[src/rtl/tlb_pkg.sv]
// Shared types for the 16-entry MIPS TLB: the entry layout, the op codes
// and the Random register update rule.
package tlb_pkg;

    localparam int unsigned N_ENTRY    = 16;
    localparam int unsigned IDX_W      = 4;
    localparam int unsigned ENTRY_W    = 71;
    localparam int unsigned VPN2_W     = 19;
    localparam int unsigned PFN_W      = 24;
    localparam int unsigned PA_PFN_W   = 20;
    localparam int unsigned VA_W       = 32;
    localparam int unsigned PAGE_OFS_W = 12;

    typedef struct packed {
        logic [VPN2_W-1:0] vpn2;
        logic [PFN_W-1:0]  pfn1;
        logic              d1;
        logic              v1;
        logic [PFN_W-1:0]  pfn0;
        logic              d0;
        logic              v0;
    } tlb_entry_t;

    typedef enum logic [1:0] {
        OP_TLBP  = 2'd0,
        OP_TLBR  = 2'd1,
        OP_TLBWI = 2'd2,
        OP_TLBWR = 2'd3
    } tlb_op_e;

    typedef enum logic [1:0] {
        ST_IDLE = 2'd0,
        ST_EXEC = 2'd1,
        ST_DONE = 2'd2
    } tlb_state_e;

    // Random counts down and wraps to the top once it reaches Wired or 1, so
    // with Wired=0 it cycles 15..1.
    function automatic logic [IDX_W-1:0] next_random(input logic [IDX_W-1:0] cur,
                                                     input logic [IDX_W-1:0] wired);
        if (cur <= wired || cur <= IDX_W'(1)) begin
            return IDX_W'(N_ENTRY - 1);
        end
        return cur - IDX_W'(1);
    endfunction

endpackage

[src/rtl/tlb_match.sv]
// Combinational 16-way TLB match for one virtual page; the lowest valid
// matching index wins.
module tlb_match
    import tlb_pkg::*;
(
    input  tlb_entry_t         entries [N_ENTRY],
    input  logic [VPN2_W:0]    vpage,
    output logic               hit,
    output logic [IDX_W-1:0]   index,
    output logic [PFN_W-1:0]   pfn,
    output logic               dirty
);

    logic odd;
    assign odd = vpage[0];

    // Scan from the top so the lowest matching index is the last one assigned.
    always_comb begin
        hit   = 1'b0;
        index = '0;
        pfn   = '0;
        dirty = 1'b0;
        for (int i = int'(N_ENTRY) - 1; i >= 0; i--) begin
            if (entries[i].vpn2 == vpage[VPN2_W:1] &&
                (odd ? entries[i].v1 : entries[i].v0)) begin
                hit   = 1'b1;
                index = IDX_W'(i);
                pfn   = odd ? entries[i].pfn1 : entries[i].pfn0;
                dirty = odd ? entries[i].d1 : entries[i].d0;
            end
        end
    end

endmodule

[src/rtl/tlb_controller.sv]
// MIPS TLB controller: owns the entry array, sequences TLBP/TLBR/TLBWI/TLBWR,
// keeps Random, and arbitrates one lookup path between I and D requesters.
module tlb_controller
    import tlb_pkg::*;
(
    input  logic                 clk,
    input  logic                 rst_n,
    input  logic                 op_valid,
    input  logic [1:0]           op_code,
    output logic                 op_ready,
    output logic                 op_done,
    input  logic [IDX_W-1:0]     cp0_index,
    input  logic [IDX_W-1:0]     cp0_wired,
    input  logic [ENTRY_W-1:0]   wr_entry,
    output logic [ENTRY_W-1:0]   rd_entry,
    output logic [IDX_W-1:0]     probe_index,
    output logic                 probe_miss,
    output logic [IDX_W-1:0]     random,
    input  logic                 i_req,
    input  logic [VA_W-1:0]      i_vaddr,
    output logic                 i_grant,
    output logic                 i_rvalid,
    output logic [VA_W-1:0]      i_paddr,
    output logic                 i_miss,
    input  logic                 d_req,
    input  logic [VA_W-1:0]      d_vaddr,
    output logic                 d_grant,
    output logic                 d_rvalid,
    output logic [VA_W-1:0]      d_paddr,
    output logic                 d_miss,
    output logic                 d_dirty
);

    tlb_state_e        state;
    tlb_op_e           op_q;
    logic [IDX_W-1:0]  idx_q;
    tlb_entry_t        entry_q;
    tlb_entry_t        entries [N_ENTRY];
    logic              last_d;

    logic              idle;
    logic [VA_W-1:0]   lookup_va;
    logic              m_hit;
    logic [IDX_W-1:0]  m_index;
    logic [PFN_W-1:0]  m_pfn;
    logic              m_dirty;
    logic [VA_W-1:0]   hit_paddr;
    logic              unused_match;

    logic              probe_hit;
    logic [IDX_W-1:0]  probe_idx;

    assign op_ready = (state == ST_IDLE);

    // Lookups only in IDLE; on a conflict the requester that lost last time wins.
    assign idle      = rst_n && (state == ST_IDLE);
    assign d_grant   = idle && d_req && (!i_req || !last_d);
    assign i_grant   = idle && i_req && (!d_req || last_d);
    assign lookup_va = d_grant ? d_vaddr : i_vaddr;

    tlb_match u_match (
        .entries (entries),
        .vpage   (lookup_va[VA_W-1:PAGE_OFS_W]),
        .hit     (m_hit),
        .index   (m_index),
        .pfn     (m_pfn),
        .dirty   (m_dirty)
    );

    assign hit_paddr    = m_hit ? {m_pfn[PA_PFN_W-1:0], lookup_va[PAGE_OFS_W-1:0]} : '0;
    assign unused_match = ^{m_index, m_pfn[PFN_W-1:PA_PFN_W]};

    // TLBP compares VPN2 only, ignoring the valid bits.
    always_comb begin
        probe_hit = 1'b0;
        probe_idx = '0;
        for (int i = int'(N_ENTRY) - 1; i >= 0; i--) begin
            if (entries[i].vpn2 == entry_q.vpn2) begin
                probe_hit = 1'b1;
                probe_idx = IDX_W'(i);
            end
        end
    end

    always_ff @(posedge clk) begin
        if (!rst_n) begin
            state       <= ST_IDLE;
            op_q        <= OP_TLBP;
            idx_q       <= '0;
            entry_q     <= '0;
            for (int i = 0; i < int'(N_ENTRY); i++) begin
                entries[i] <= '0;
            end
            random      <= IDX_W'(N_ENTRY - 1);
            rd_entry    <= '0;
            probe_index <= '0;
            probe_miss  <= 1'b0;
            op_done     <= 1'b0;
            last_d      <= 1'b0;
            i_rvalid    <= 1'b0;
            i_paddr     <= '0;
            i_miss      <= 1'b0;
            d_rvalid    <= 1'b0;
            d_paddr     <= '0;
            d_miss      <= 1'b0;
            d_dirty     <= 1'b0;
        end else begin
            random  <= next_random(random, cp0_wired);
            op_done <= 1'b0;

            case (state)
                ST_IDLE: begin
                    if (op_valid) begin
                        op_q    <= tlb_op_e'(op_code);
                        idx_q   <= cp0_index;
                        entry_q <= tlb_entry_t'(wr_entry);
                        state   <= ST_EXEC;
                    end
                end
                ST_EXEC: begin
                    case (op_q)
                        OP_TLBP: begin
                            if (probe_hit) begin
                                probe_index <= probe_idx;
                            end
                            probe_miss <= !probe_hit;
                        end
                        OP_TLBR:  rd_entry         <= entries[idx_q];
                        OP_TLBWI: entries[idx_q]   <= entry_q;
                        OP_TLBWR: entries[random]  <= entry_q;
                    endcase
                    op_done <= 1'b1;
                    state   <= ST_DONE;
                end
                ST_DONE: state <= ST_IDLE;
                default: state <= ST_IDLE;
            endcase

            // One-cycle registered lookup result; held until the next grant.
            i_rvalid <= i_grant;
            d_rvalid <= d_grant;
            if (i_grant) begin
                i_paddr <= hit_paddr;
                i_miss  <= !m_hit;
            end
            if (d_grant) begin
                d_paddr <= hit_paddr;
                d_miss  <= !m_hit;
                d_dirty <= m_hit && m_dirty;
            end
            if (i_grant || d_grant) begin
                last_d <= d_grant;
            end
        end
    end

endmodule

[config.mk]
export PLATFORM = sky130hd
export DESIGN_NAME = tlb_controller
export DESIGN_NICKNAME = d
export VERILOG_FILES = /design/src/rtl/tlb_pkg.sv /design/src/rtl/tlb_match.sv /design/src/rtl/tlb_controller.sv
export SDC_FILE = /design/constraint.sdc
export NUM_CORES = 2
export LEC_CHECK = 0
export BUFFER_PORTS_ARGS = -buffer_cell sky130_fd_sc_hd__buf_2
export CELL_PAD_IN_SITES_DETAIL_PLACEMENT = 0
export CELL_PAD_IN_SITES_GLOBAL_PLACEMENT = 1
export CORE_MARGIN = 2
export CORE_UTILIZATION = 43
export DETAILED_ROUTE_END_ITERATION = 6
export PLACE_DENSITY_LB_ADDON = 0.1
export SYNTH_ARGS = -nofsm -noshare
export SYNTH_HDL_FRONTEND = slang
export SYNTH_HIERARCHICAL = 1
export SYNTH_SLANG_ARGS = --single-unit
[constraint.sdc]
create_clock -name clk -period 4.3 [get_ports clk]
set_clock_uncertainty 0.05 [all_clocks]
set_input_delay 0.215 -clock clk [delete_from_list [all_inputs] [get_ports clk]]
set_output_delay 0.215 -clock clk [all_outputs]
set_load 0.01 [all_outputs]
==> out/metrics.yaml <==
cts:
  clk-insertion-delay-late_ns: 0.85
  clock_transition_at_the_registers_of_the_reported_paths_ns: 0.06
  cts_tree: "done"
  h-tree-depth: 4
  cts_num_sinks: 1366
  clock_tree.root_cell: "sky130_fd_sc_hd__clkbuf_16"
  maximum_count_of_clock_buffers_along_a_single_path: 3
  numCtsBuffers: 157
place:
  globalplace.congestion: 1.07
  dp_hpwl_um: 252000
  dpl_cell_area_um2: 78200
  placement.io_buffers: 302
  place_inst: 10800
floorplan:
  die_width_um: 415
  floorplan.core_area_um2: 167000
  fp.dieH_um: 415
  floorplan.rows: 150
  design.die.area_um2: 172000
  top_level_ports: 303
  floorplan.initialDensity_pct: 43.4
synthesis:
  syn-num-nets: 8932
  synthesis.yosys.warnings: 6
  synthesis.instances: 8773
  synth.cell_area_um2: 72600
  postSynthAreaPerCell_um2: 8.27
timing:
  whs_ns: 0.0966
  maxSlewViolCount: 0
  slew_headroom_pct: 12.7
  timing.final.setup_violations: 53
  grt_setup_unrepaired: "true"
  final.min_clock_period_ns: 4.59
  fin_ws_ns: -0.289
  fin_crit_sh_pct: 107
  fmax_mhz: 218
  hold_viol: 0
  worstMarginPinSlew_ns: 1.31
worst_setup_path:
  timing.critical_path.cells: "nor2_4, nand4_1, buf_6, clkinv_8, buf_4, nand2_1, nand2_4, buf_12, buf_6, buf_4, xor2_1, nor4_2, nand2_1, buf_6, clkbuf_16, a2111oi_0, a2111oi_1, o311ai_1, a222oi_1, nand3_1, a21oi_1"
  cp.required_ns: 4.93
  most_common_cell_on_crit_path: "sky130_fd_sc_hd__buf_6"
  worst-endpoint-arrival_ns: 5.22
  timing.critical_path.from_type: "register"
  worstSetupEndpointType: "register"
  path_max_fanout: 11
  cpMaxStageDelayCell: "sky130_fd_sc_hd__a2111oi_0"
  timing_worst_setup_path_type: "register to register"
  timing.critical_path.slowest_cell_delay_ns: 0.86
global_route:
  antenna_violations_before_repair: 26
  grt_util_all_layers_pct: 41.7
  grt_pass1_vias: 65600
  global_route_wire_length_before_repair_um: 516000
  largest_net_degree_at_the_start_of_global_routing: 147
  globalRouteOverflowTotal: 0
job:
  max_cap_violations: 0
cells_and_area:
  finish.instance_area_um2: 87900
  final-instance-count-excl-fill: 11300
  layout-drive-gt1-share_pct: 20.8
  fill_cells: 15600
  area_growth_syn_to_fin_pct: 21.1
  fin_nets: 9155
status:
  failed_checks: "DRC, setup timing"
  outcome: "complete, but fails checks"
routing:
  antenna_left: 0
  detailedRoute.firstIterationViolations: 10400
  vias: 72400
  route.final.wire_length_um: 380000
  viasPerCell: 6.39
  firstDrtPassIters: 7
  post_detailed_route_drc_marker_count: 25
  drt-wirelength-per-cell_um: 33.6
hold_path:
  timing.hold.worst.class: "input port to register"
power:
  power.density_nw_per_um2: 343
  cellLeakagePower_uw: 0.0299
  power.ir.vdd_worst_uv: 470
[final timing paths]
path                             startpoint                        end  slack, ns  cells after the start
setup reg to reg      state[1]$_SDFFE_PN0P_   i_paddr[13]$_SDFFE_PN0P_      -0.29                     21
hold / removal                 wr_entry[63]   entry_q[63]$_SDFFE_PN0P_        0.1                      4
hold reg to reg   entries[971]$_SDFFE_PN0P_  entries[971]$_SDFFE_PN0P_       0.40                      2
setup / recovery      state[1]$_SDFFE_PN0P_   i_paddr[13]$_SDFFE_PN0P_      -0.29                     21
[layer usage]
layer | global-route usage [%] | wire length [um] | vias to the layer above
met5 | 0.611 | 182 | -
met4 | 18.7 | 20700 | 20
met3 | 12.8 | 48400 | 1036
met2 | 60.3 | 158000 | 4862
met1 | 56.9 | 153000 | 35800
li1 | - | - | 30700
[what timing repair did]
item,in CTS,in global routing
buffers inserted,44,53
pin swaps,76,91
hold buffers,109,0
gates resized for setup,178,304
hold endpoints to repair,113,0
endpoints found under the setup margin,67,67
cloned,3,21
[worst max-delay path: cells and delay by family (launching register included)]
kind                      cells  cell delay [ns]
and+or+nand+nor               7             1.11
DFF                           1             0.33
xor gates and xnor gates      1             0.08
buffers and inverters         8             1.41
AOI/OAI and AO/OA             5             1.44
[cells in the final DEF, fill, tap and decap left out, drive strengths merged, types with 12 or more instances in the layout]
cell type / instances
or4: 21
inv: 21
a222oi: 21
clkinv: 20
nand3: 115
a221o: 21
xnor2: 337
or3: 41
nor4: 105
a311oi: 22
nand4: 92
a21oi: 1390
mux2: 42
o31ai: 23
clkbuf: 260
a2111oi: 105
mux4: 355
dfxtp: 1366
mux2i: 246
nor2b: 48
o311ai: 43
a31oi: 12
o2111ai: 45
o21ai: 25
o22ai: 42
dlygate4sd3: 109
nor3: 68
nor2: 85
buf: 883
nand2: 2798
o32ai: 21
xor2: 273
[where the power goes]
part           leakage (uW)  switching (uW)  total [uW]  internal (uW)
Clock               0.00252            5890       13800           7950
Sequential           0.0110             322       13000          12700
Combinational        0.0163            2070        3280           1210
Total                0.0299            8280       30200          21900
[state kept, by name, summed over array words and instances, names as in the netlist, 2 cells and up]
register,count
rd_entry,71
d_paddr,32
idx_q,4
random,4
op_q,2
state,2
entries,1136
entry_q,71
probe_index,4
i_paddr,32
[area by class of cell]
type | count | area, um2 | share of cell area (%)
Inverter | 14 | 72.6 | 0.0825
Clock buffer | 244 | 4660 | 5.30
Clock inverter | 38 | 509 | 0.579
Multi-Input combinational cell | 6446 | 42900 | 48.8
Sequential cell | 1366 | 27400 | 31.1
Timing Repair Buffer | 1010 | 9600 | 10.9
Antenna cell | 6 | 15.0 | 0.0171
Timing Repair inverter | 1 | 8.76 | 0.00996
Tap cell | 2204 | 2760 | 3.14
[through the flow]
stage | setup WS, ns | utilization [%] | power [uW] | setup TNS, ns
floorplan | 0.0222 | - | 14900 | 0
global placement | -0.796 | 46.7 | 16200 | -21.75
detailed placement | -0.736 | 46.7 | 16100 | -19.77
CTS | -0.108 | 51.1 | 30000 | -1.10
global route | -0.294 | 52.5 | 30800 | -9.50
finish | -0.289 | 52.5 | 30200 | -6.25
(Power assumes the default switching activity.)
